===== config.mk =====
export PLATFORM = sky130hd
export DESIGN_NAME = adsr_envelope_flat
export DESIGN_NICKNAME = d
export VERILOG_FILES = /design/src/rtl/synth_pkg.sv /design/src/rtl/adsr_envelope_if.sv /design/src/rtl/env_scaler.sv /design/src/rtl/adsr_envelope.sv /design/src/flat_wrapper.sv
export SDC_FILE = /design/constraint.sdc
export NUM_CORES = 1
export LEC_CHECK = 0
export ABC_AREA = 1
export CAP_MARGIN = 20
export CORE_ASPECT_RATIO = 1.2
export CORE_MARGIN = 1.5
export CORE_UTILIZATION = 63
export CTS_BUF_LIST = sky130_fd_sc_hd__clkbuf_8
export DETAILED_ROUTE_END_ITERATION = 8
export PLACE_DENSITY = 0.95
export SYNTH_ARGS = -nofsm -noshare
export SYNTH_HDL_FRONTEND = slang
export SYNTH_SLANG_ARGS = --single-unit

===== constraint.sdc =====
create_clock -name clk -period 8.75 [get_ports clk]
set_input_delay 2.1875 -clock clk [delete_from_list [all_inputs] [get_ports clk]]
set_output_delay 2.1875 -clock clk [all_outputs]
set_load 0.02 [all_outputs]

===== src/rtl/synth_pkg.sv =====
`default_nettype none
// +----------------------------------------------------------------------+
// | synth_pkg                                                            |
// | Shared types and constants for the synthesizer envelope datapath.    |
// | Revision: 1.0                                                        |
// +----------------------------------------------------------------------+
package synth_pkg;

  localparam int SAMPLE_W_DEF = 16;
  localparam int ENV_W_DEF    = 12;
  localparam int RATE_W_DEF   = 8;

  localparam logic [15:0] MIDSCALE = 16'h8000;
  localparam logic [11:0] ENV_MAX  = 12'd4095;

  typedef enum logic [2:0] {
    ST_IDLE    = 3'd0,
    ST_ATTACK  = 3'd1,
    ST_DECAY   = 3'd2,
    ST_SUSTAIN = 3'd3,
    ST_RELEASE = 3'd4
  } adsr_state_t;

endpackage : synth_pkg
`default_nettype wire


===== src/rtl/adsr_envelope_if.sv =====
`default_nettype none
// +----------------------------------------------------------------------+
// | adsr_envelope_if                                                     |
// | Control, sample and status bundle of the ADSR envelope generator.    |
// | Revision: 1.0                                                        |
// +----------------------------------------------------------------------+
interface adsr_envelope_if
  import synth_pkg::*;
#(
  parameter int SAMPLE_W = SAMPLE_W_DEF,
  parameter int ENV_W    = ENV_W_DEF,
  parameter int RATE_W   = RATE_W_DEF
);

  logic                tick;
  logic                gate;
  logic [RATE_W-1:0]   attack_rate;
  logic [RATE_W-1:0]   decay_rate;
  logic [RATE_W-1:0]   release_rate;
  logic [ENV_W-1:0]    sustain_level;
  logic [SAMPLE_W-1:0] sample_in;

  logic [SAMPLE_W-1:0] sample_out;
  logic                out_valid;
  logic [ENV_W-1:0]    env_level;
  logic [2:0]          state;
  logic                busy;

  modport master (
    output tick, gate, attack_rate, decay_rate, release_rate, sustain_level, sample_in,
    input  sample_out, out_valid, env_level, state, busy
  );

  modport slave (
    input  tick, gate, attack_rate, decay_rate, release_rate, sustain_level, sample_in,
    output sample_out, out_valid, env_level, state, busy
  );

endinterface : adsr_envelope_if
`default_nettype wire


===== src/rtl/env_scaler.sv =====
`default_nettype none
// +----------------------------------------------------------------------+
// | env_scaler                                                           |
// | Two-stage pipeline scaling an offset-binary sample by the envelope.  |
// | Revision: 1.0                                                        |
// +----------------------------------------------------------------------+
module env_scaler
  import synth_pkg::*;
#(
  parameter int SAMPLE_W = SAMPLE_W_DEF,
  parameter int ENV_W    = ENV_W_DEF
)(
  input  logic                clk,
  input  logic                rst_n,
  input  logic                tick,
  input  logic [SAMPLE_W-1:0] sample_in,
  input  logic [ENV_W-1:0]    env,
  output logic [SAMPLE_W-1:0] sample_out,
  output logic                out_valid
);

  localparam int                  c_prod_w   = SAMPLE_W + ENV_W + 2;
  localparam logic [ENV_W-1:0]    c_env_max  = {ENV_W{1'b1}};
  localparam logic [SAMPLE_W-1:0] c_midscale = {1'b1, {(SAMPLE_W-1){1'b0}}};

  logic [ENV_W:0]             w_scale;
  logic signed [c_prod_w-1:0] w_sample_ext;
  logic signed [c_prod_w-1:0] w_scale_ext;
  logic signed [c_prod_w-1:0] w_prod;
  logic signed [c_prod_w-1:0] r_prod;
  logic                       r_prod_valid;
  logic [SAMPLE_W-1:0]        r_sample_out;
  logic                       r_out_valid;
  logic                       w_unused_prod;

  // Full scale maps to exactly 1.0 so a peak envelope passes the sample unchanged
  assign w_scale = (env == c_env_max) ? {1'b1, {ENV_W{1'b0}}} : {1'b0, env};

  // Flipping the MSB turns offset binary into two's complement
  assign w_sample_ext = {{(ENV_W+2){~sample_in[SAMPLE_W-1]}},
                         ~sample_in[SAMPLE_W-1], sample_in[SAMPLE_W-2:0]};
  assign w_scale_ext  = {{(SAMPLE_W+1){1'b0}}, w_scale};
  assign w_prod       = w_sample_ext * w_scale_ext;

  always_ff @(posedge clk or negedge rst_n) begin
    if (!rst_n) begin
      r_prod       <= '0;
      r_prod_valid <= 1'b0;
      r_sample_out <= c_midscale;
      r_out_valid  <= 1'b0;
    end else begin
      r_prod_valid <= tick;
      if (tick) begin
        r_prod <= w_prod;
      end
      r_out_valid <= r_prod_valid;
      // Bit slice is the floor shift by ENV_W; MSB flip re-adds midscale
      if (r_prod_valid) begin
        r_sample_out <= {~r_prod[ENV_W+SAMPLE_W-1], r_prod[ENV_W+SAMPLE_W-2:ENV_W]};
      end
    end
  end

  assign w_unused_prod = ^{r_prod[c_prod_w-1:ENV_W+SAMPLE_W], r_prod[ENV_W-1:0]};

  assign sample_out = r_sample_out;
  assign out_valid  = r_out_valid;

endmodule : env_scaler
`default_nettype wire


===== src/rtl/adsr_envelope.sv =====
`default_nettype none
// +----------------------------------------------------------------------+
// | adsr_envelope                                                        |
// | ADSR envelope FSM and level update, feeding the sample scaler.       |
// | Revision: 1.0                                                        |
// +----------------------------------------------------------------------+
module adsr_envelope
  import synth_pkg::*;
#(
  parameter int SAMPLE_W = SAMPLE_W_DEF,
  parameter int ENV_W    = ENV_W_DEF,
  parameter int RATE_W   = RATE_W_DEF
)(
  input  logic           clk,
  input  logic           rst_n,
  adsr_envelope_if.slave bus
);

  localparam logic [ENV_W-1:0] c_env_max = {ENV_W{1'b1}};

  adsr_state_t      r_state;
  adsr_state_t      w_state_nxt;
  adsr_state_t      w_phase;
  logic [ENV_W-1:0] r_env;
  logic [ENV_W-1:0] w_env_nxt;
  logic             r_gate_prev;
  logic             w_rise;
  logic             w_gate_off;
  logic [ENV_W:0]   w_att_step;
  logic [ENV_W:0]   w_dec_step;
  logic [ENV_W:0]   w_rel_step;
  logic [ENV_W:0]   w_sum;
  logic [ENV_W:0]   w_dec_diff;
  logic [ENV_W:0]   w_rel_diff;

  // One extra bit catches overflow past full scale and borrow below zero
  assign w_att_step = {{(ENV_W+1-RATE_W){1'b0}}, bus.attack_rate};
  assign w_dec_step = {{(ENV_W+1-RATE_W){1'b0}}, bus.decay_rate};
  assign w_rel_step = {{(ENV_W+1-RATE_W){1'b0}}, bus.release_rate};
  assign w_sum      = {1'b0, r_env} + w_att_step;
  assign w_dec_diff = {1'b0, r_env} - w_dec_step;
  assign w_rel_diff = {1'b0, r_env} - w_rel_step;

  always_ff @(posedge clk or negedge rst_n) begin
    if (!rst_n) begin
      r_state     <= ST_IDLE;
      r_env       <= '0;
      r_gate_prev <= 1'b0;
    end else begin
      r_state <= w_state_nxt;
      r_env   <= w_env_nxt;
      if (bus.tick) begin
        r_gate_prev <= bus.gate;
      end
    end
  end

  // Gate events pick the phase that governs this tick before level rules run
  always_comb begin
    w_rise     = bus.gate & ~r_gate_prev;
    w_gate_off = ~bus.gate & ((r_state == ST_ATTACK) | (r_state == ST_DECAY) |
                              (r_state == ST_SUSTAIN));
    w_phase    = r_state;
    if (w_rise) begin
      w_phase = ST_ATTACK;
    end else if (w_gate_off) begin
      w_phase = ST_RELEASE;
    end
  end

  always_comb begin
    w_state_nxt = r_state;
    w_env_nxt   = r_env;
    if (bus.tick) begin
      w_state_nxt = w_phase;
      case (w_phase)
        ST_IDLE: begin
          w_env_nxt = '0;
        end
        ST_ATTACK: begin
          if (bus.attack_rate != '0) begin
            if (w_sum >= {1'b0, c_env_max}) begin
              w_env_nxt   = c_env_max;
              w_state_nxt = ST_DECAY;
            end else begin
              w_env_nxt = w_sum[ENV_W-1:0];
            end
          end
        end
        ST_DECAY: begin
          if (bus.decay_rate != '0) begin
            if (w_dec_diff[ENV_W] || (w_dec_diff[ENV_W-1:0] <= bus.sustain_level)) begin
              w_env_nxt   = bus.sustain_level;
              w_state_nxt = ST_SUSTAIN;
            end else begin
              w_env_nxt = w_dec_diff[ENV_W-1:0];
            end
          end
        end
        ST_SUSTAIN: begin
          w_env_nxt = bus.sustain_level;
        end
        ST_RELEASE: begin
          if (bus.release_rate != '0) begin
            if (w_rel_diff[ENV_W] || (w_rel_diff[ENV_W-1:0] == '0)) begin
              w_env_nxt   = '0;
              w_state_nxt = ST_IDLE;
            end else begin
              w_env_nxt = w_rel_diff[ENV_W-1:0];
            end
          end
        end
        default: begin
          w_env_nxt   = '0;
          w_state_nxt = ST_IDLE;
        end
      endcase
    end
  end

  always_comb begin
    bus.busy      = (r_state != ST_IDLE);
    bus.state     = r_state;
    bus.env_level = r_env;
  end

  // Scaler sees the pre-update level of the tick cycle
  env_scaler #(
    .SAMPLE_W (SAMPLE_W),
    .ENV_W    (ENV_W)
  ) u_env_scaler (
    .clk        (clk),
    .rst_n      (rst_n),
    .tick       (bus.tick),
    .sample_in  (bus.sample_in),
    .env        (r_env),
    .sample_out (bus.sample_out),
    .out_valid  (bus.out_valid)
  );

endmodule : adsr_envelope
`default_nettype wire

===== src/flat_wrapper.sv =====
// flat-port wrapper written by rule: the top's interface ports become plain ports
module adsr_envelope_flat import synth_pkg::*;
#(
  parameter int SAMPLE_W = SAMPLE_W_DEF,
  parameter int ENV_W    = ENV_W_DEF,
  parameter int RATE_W   = RATE_W_DEF
)
  (clk, rst_n, bus_tick, bus_gate, bus_attack_rate, bus_decay_rate, bus_release_rate, bus_sustain_level, bus_sample_in, bus_sample_out, bus_out_valid, bus_env_level, bus_state, bus_busy);
  adsr_envelope_if #(.SAMPLE_W(SAMPLE_W), .ENV_W(ENV_W), .RATE_W(RATE_W)) bus_i ();
  input  logic clk;
  input  logic rst_n;
  input wire logic [$bits(bus_i.tick)-1:0] bus_tick;
  input wire logic [$bits(bus_i.gate)-1:0] bus_gate;
  input wire logic [$bits(bus_i.attack_rate)-1:0] bus_attack_rate;
  input wire logic [$bits(bus_i.decay_rate)-1:0] bus_decay_rate;
  input wire logic [$bits(bus_i.release_rate)-1:0] bus_release_rate;
  input wire logic [$bits(bus_i.sustain_level)-1:0] bus_sustain_level;
  input wire logic [$bits(bus_i.sample_in)-1:0] bus_sample_in;
  output wire logic [$bits(bus_i.sample_out)-1:0] bus_sample_out;
  output wire logic [$bits(bus_i.out_valid)-1:0] bus_out_valid;
  output wire logic [$bits(bus_i.env_level)-1:0] bus_env_level;
  output wire logic [$bits(bus_i.state)-1:0] bus_state;
  output wire logic [$bits(bus_i.busy)-1:0] bus_busy;
  assign bus_i.tick = bus_tick;
  assign bus_i.gate = bus_gate;
  assign bus_i.attack_rate = bus_attack_rate;
  assign bus_i.decay_rate = bus_decay_rate;
  assign bus_i.release_rate = bus_release_rate;
  assign bus_i.sustain_level = bus_sustain_level;
  assign bus_i.sample_in = bus_sample_in;
  assign bus_sample_out = bus_i.sample_out;
  assign bus_out_valid = bus_i.out_valid;
  assign bus_env_level = bus_i.env_level;
  assign bus_state = bus_i.state;
  assign bus_busy = bus_i.busy;
  adsr_envelope #(.SAMPLE_W(SAMPLE_W), .ENV_W(ENV_W), .RATE_W(RATE_W)) u_core (.clk(clk), .rst_n(rst_n), .bus(bus_i));
endmodule

Word-level counts from Yosys, hierarchy flattened
Cells that the tools add are included.
W data, S select, Z words.
{ "word_totals": {"ff_bits": 62, "output_inout_bits": 33, "word_cells": 59} }
{ "classes": {"n_addsub": 3, "mul": 1, "n_lt_le_gt_ge": 2, "n_eq_ne": 11, "mux": 17, "n_bitwise": 8, "reduce_logical": 10} }
{ "ops": {"columns": ["op", "count"], "rows": [
  ["$mux W12", 6],
  ["$pmux W12 S4", 1],
  ["$mul A16 B14 Y28", 1],
  ["$sub A12 B8 Y13", 2],
  ["$mux W3", 8],
  ["$reduce_bool A8 Y1", 3],
  ["$add A12 B8 Y13", 1],
  ["$ge A13 B12 Y1 const B", 1],
  ["$mux W13", 1],
  ["$eq A12 B12 Y1 const B", 1],
  ["$eq A3 B2 Y1 const B", 4],
  ["$le A12 B12 Y1", 1],
  ["$logic_not A12 Y1", 1],
  ["$pmux W3 S4", 1],
  ["$eq A3 B1 Y1 const B", 2],
  ["$ne A2 B1 Y1 const B", 3],
  ["$not A1 Y1", 4],
  ["$reduce_and A4 Y1", 1],
  ["$eq A3 B3 Y1 const B", 1],
  ["$logic_not A3 Y1", 1],
  ["$reduce_bool A3 Y1", 1],
  ["$and A1 B1 Y1", 2],
  ["$logic_or A1 B1 Y1", 2],
  ["$or A1 B1 Y1", 2],
  ["$reduce_or A2 Y1", 1]
]} }

Logic depth before layout (Yosys ltp)
{ "depth": {"depth_word": 9, "depth_mapped": 34, "mapped_depth_nobuf": 31} }

Cells and area by module
Synthesis repeated with hierarchy kept, for this count alone.
{ "unflattened": {"hier_cells": 1743, "area_unflattened_um2": 12401.9} }
{ "modules_own_cells": {"columns": ["mod", "instances", "cells_per_inst", "area_per_inst_um2", "seq_area_each_um2"], "rows": [
  ["env_scaler", 1, 1134, 9008.6, 852.1],
  ["adsr_envelope", 1, 609, 3393.3, 400.4]
]} }

Least setup slack after synthesis
No wires, ideal clock.
{ "synth_timing": {"path_kind": "input port to flip-flop", "from": "input port bus_sample_in[15]", "to": "register u_core.u_env_scaler.r_prod[27]", "arrival_ns": 7.233, "required_ns": 8.633, "slack_ns": 1.400, "cell_stages": 19, "path_buffers": 1, "cell_sequence": "clkbuf_1 -> nor2_1 -> inv_1 -> fa_1 -> fa_1 -> inv_1 -> fa_1 -> fa_1 -> fa_1 -> inv_1 -> fa_1 -> inv_1 -> ha_1 -> a21oi_1 -> o21ai_0 -> a221oi_1 -> nand4_1 -> nand3_1 -> nand2_1"} }
{ "synth_between": {"elab_chain_cells": 2} }
{ "synth_lines": {"columns": ["item", "line", "text"], "rows": [
  ["from (decl)", "flat_wrapper.sv:18", "input wire logic [$bits(bus_i.sample_in)-1:0] bus_sample_in;"],
  ["$not A1 Y1", "env_scaler.sv:40, env_scaler.sv:41", null],
  ["$mul A16 B14 Y28", "env_scaler.sv:43", "assign w_prod = w_sample_ext * w_scale_ext;"],
  ["to (signal assigned)", "env_scaler.sv:54", "r_prod <= w_prod;"],
  ["to (decl)", "env_scaler.sv:30", "logic signed [c_prod_w-1:0] r_prod;"]
]} }
No other way between the ends.
A chain may end at the register's enable or synchronous reset.

Worst setup path in the final report
{ "layout_timing": {"from": "input port bus_sample_in[15]", "to": "register u_core.u_env_scaler.r_prod[22]"} }
Same word-level chain as after synthesis.

==> flow_summary.yaml <==
worst_setup_path:
  worstPathCellList: "clkdlybuf4s50_1, nor2_1, inv_1, fa_1, fa_1, inv_1, fa_1, fa_1, fa_1, inv_1, fa_1, inv_1, ha_1, nand2_1, nor2_1, nand2_1, a21oi_1, nor3_1, nand2_1, or2_0, nand3_1, nand2_1"
  critPathTopFamily: "adder cells"
  cp.arrival_ps: 8400
  critPathMostFrequentCell: "fa_1"
  critical_path_class: "input port to flip-flop"
  cp.required_ps: 8990
  worstRegToRegCells: 24
  r2r_start: "u_core.bus.env_level[6]$_DFFE_PN0P_"
  critPathLaunchType: "input port"
  cpMaxStageDelayCell: "fa_1"
  crit_path_max_incr_delay_ps: 660
  end_kind: "flip-flop"
  regToRegSetupSlack_ps: 1250
  cp_max_fo: 10
  r2r_end: "u_core.u_env_scaler.r_prod[22]$_DFFE_PN0P_"
  path_buf_inv: 5
min_path:
  min_from: "u_core.u_env_scaler.r_prod[13]$_DFFE_PN0P_"
  hold_depth: 2
  whs_endpoint: "u_core.u_env_scaler.sample_out[1]$_DFFE_PN0P_"
  hold_class: "flip-flop to flip-flop"
global_route:
  grtUsageTotal: 0.374
  grt_max_degree: 51
  grt_pass1_wl_um: 58400
  grt_pass1_vias: 12390
  antenna_found_initial: 0
  grt_overflow: 0
yosys:
  synth_simple_gate_area_frac: 0.268
  synth_xor_area_frac: 0.0228
  syn_avg_cell_area_um2: 7.19
  yosysWarnings: 0
  synth_top_family_by_area: "adder cells"
  syn_area_um2: 12300
  synthMuxAreaShare: 0
  ys.flop_type: "dfrtp_1"
  synth_edf_count: 0
  synth_compound_area_frac: 0.0552
  synth_cells: 1707
  ys_ff_latch: 50
  synth.distinct_cells: 45
  syn_nets: 2060
  async_flop_share: 1.00
  yosysSeqAreaShare: 0.102
  synthAdderAreaFrac: 0.421
final_layout:
  layout-drive-gt1-share: 0.0258
  num-nets-final: 2135
  layout_commonest_cell: "nand2_1"
  regArea_um2: 1250
  syn_to_final_growth_pct: 10.1
  diodes: 0
  stdcell_area_um2: 13500
  fillers: 1526
  mostFrequentLayoutCells: "448 x nand2_1, 377 x inv_1, 194 x fa_1"
  multi_input_area_um2: 9420
route:
  viasPerCell: 5.67
  first_iter_violations: 996
  firstDrtPassIters: 6
  final_antenna_net_count: 0
  wl_um: 35300
  wl_per_cell_um: 17.3
  drc: 0
  vias: 11558
timing:
  rsz0062_at_grt: "false"
  hold_violations: 0
  slew_violations: 0
  post-route-min-period_ps: 8170
  relSlewSlack: 0.455
  tightest_slew_ps: 816
  clock_skew_ps: 9.30
  setup_viol: 0
  fmax_ghz: 0.122
  hold_slack_ps: 473
  layout_worst_path_cycle_share: 0.934
  setup_tns_ps: 0
clocking:
  cts_hold_buf: 0
  clock_latency_ps: 290
  numCtsBuffers: 5
  cts_resized: 0
  clock_path_buffers: 2
  clockRootBuffer: "clkbuf_8"
  clkSinkCount: 50
  cts_tree: "built"
  h-tree-depth: 2
  clkTransAtPathRegs_ps: 90
  postCtsSetupBuffers: 0
floorplanning:
  rows: 55
  initial_utilization: 0.646
  ioPinCount: 89
  die_w_um: 130
  die_y_um: 156
  core_area_um2: 19000
  die-area_um2: 20300
placed_design:
  dpl.hpwl_um: 28800
  post_dp_cell_area_um2: 13400
  gp_congestion: 1.00
  port_buffers: 88
flow_run:
  cap_viol_max_count: 0
outcome:
  status: "finished clean"
## worst min-delay path, cell delays in order, from the launching register on
cell	delay, ps
dfrtp_1	340
nand2_1	50
nand2_1	60
## Yosys cell counts, drive strengths merged, types with 3 or more instances
cell    instances  area (um^2)
nand2         459         1760
inv           380         1430
fa            194         3880
nor2          190          721
ha            103         1290
nand3          73          375
a21oi          61          305
dfrtp          49         1230
o21ai          42          210
nand4          28          175
buf            20          108
xor2           18          158
nor3           14         97.6
xnor2          14          123
clkbuf         13         48.8
nand3b         10         87.6
a21o            6         45.0
nor4            6         37.5
a31oi           5         31.3
clkinv          5         18.8
o21a            3         22.5
o21bai          3         22.5
or2             3         18.8
## area by class of cell
cell class	instances	share of cell area
Timing Repair Buffer	101	0.0720
Inverter	385	0.107
Clock buffer	5	0.00509
Clock inverter	3	0.00278
Sequential cell	50	0.0927
Tap cell	256	0.0237
Multi-Input combinational cell	1239	0.697
## flip-flops by register name, summed over array words and instances (netlist names)
name,flops
u_core.u_env_scaler.out_valid,1
u_core.u_env_scaler.sample_out,16
u_core.u_env_scaler.r_prod,16
u_core.bus.state,3
u_core.bus.env_level,12
u_core.u_env_scaler.r_prod_valid,1
u_core.r_gate_prev,1
## how the worst max path moves through the flow
| stage | start | end | slack, ps | cells after the start |
|---|---|---|---|---|
| 3_5_place_dp | bus_sample_in[15] | u_core.u_env_scaler.r_prod[22]$_DFFE_PN0P_ | 390 | 22 |
| 6_report | bus_sample_in[15] | u_core.u_env_scaler.r_prod[22]$_DFFE_PN0P_ | 580 | 22 |
| 3_3_place_gp | bus_sample_in[15] | u_core.u_env_scaler.r_prod[22]$_DFFE_PN0P_ | 480 | 22 |
| 5_1_grt | bus_sample_in[15] | u_core.u_env_scaler.r_prod[22]$_DFFE_PN0P_ | 260 | 22 |
| 2_1_floorplan | bus_sample_in[15] | u_core.u_env_scaler.r_prod[27]$_DFFE_PN0P_ | 1400 | 19 |
| 4_1_cts | bus_sample_in[15] | u_core.u_env_scaler.r_prod[22]$_DFFE_PN0P_ | 680 | 22 |
## through the flow
step | utilization | worst slack, ps | cells
2_1_floorplan | - | 1400 | 1707
3_3_place_gp | 0.706 | 477 | 2031
3_5_place_dp | 0.706 | 386 | 2031
4_1_cts | 0.712 | 679 | 2039
5_1_grt | 0.712 | 264 | 2039
6_report | 0.712 | 582 | 2039
## per-layer routing
layer  routed length (um)  vias to the layer above  GRT usage
met2                17400                      665      0.642
met4                 3080                        0      0.259
met5                    0                        -          0
met1                11600                     5359      0.400
li1                     -                     5286          -
met3                 3200                      248     0.0950
## logic make-up after synthesis
| kind of cell | Yosys count |
|---|---|
| and+or+nand+nor | 785 |
| xor gates and xnor gates | 32 |
| AOI/OAI and AO/OA | 125 |
| DFF | 50 |
| buffers and inverters | 418 |
| adders and majority gates | 297 |
Power is left out: the tool's default activity adds up to more than one toggle a clock period on the data nets, which glitch-free logic cannot reach.
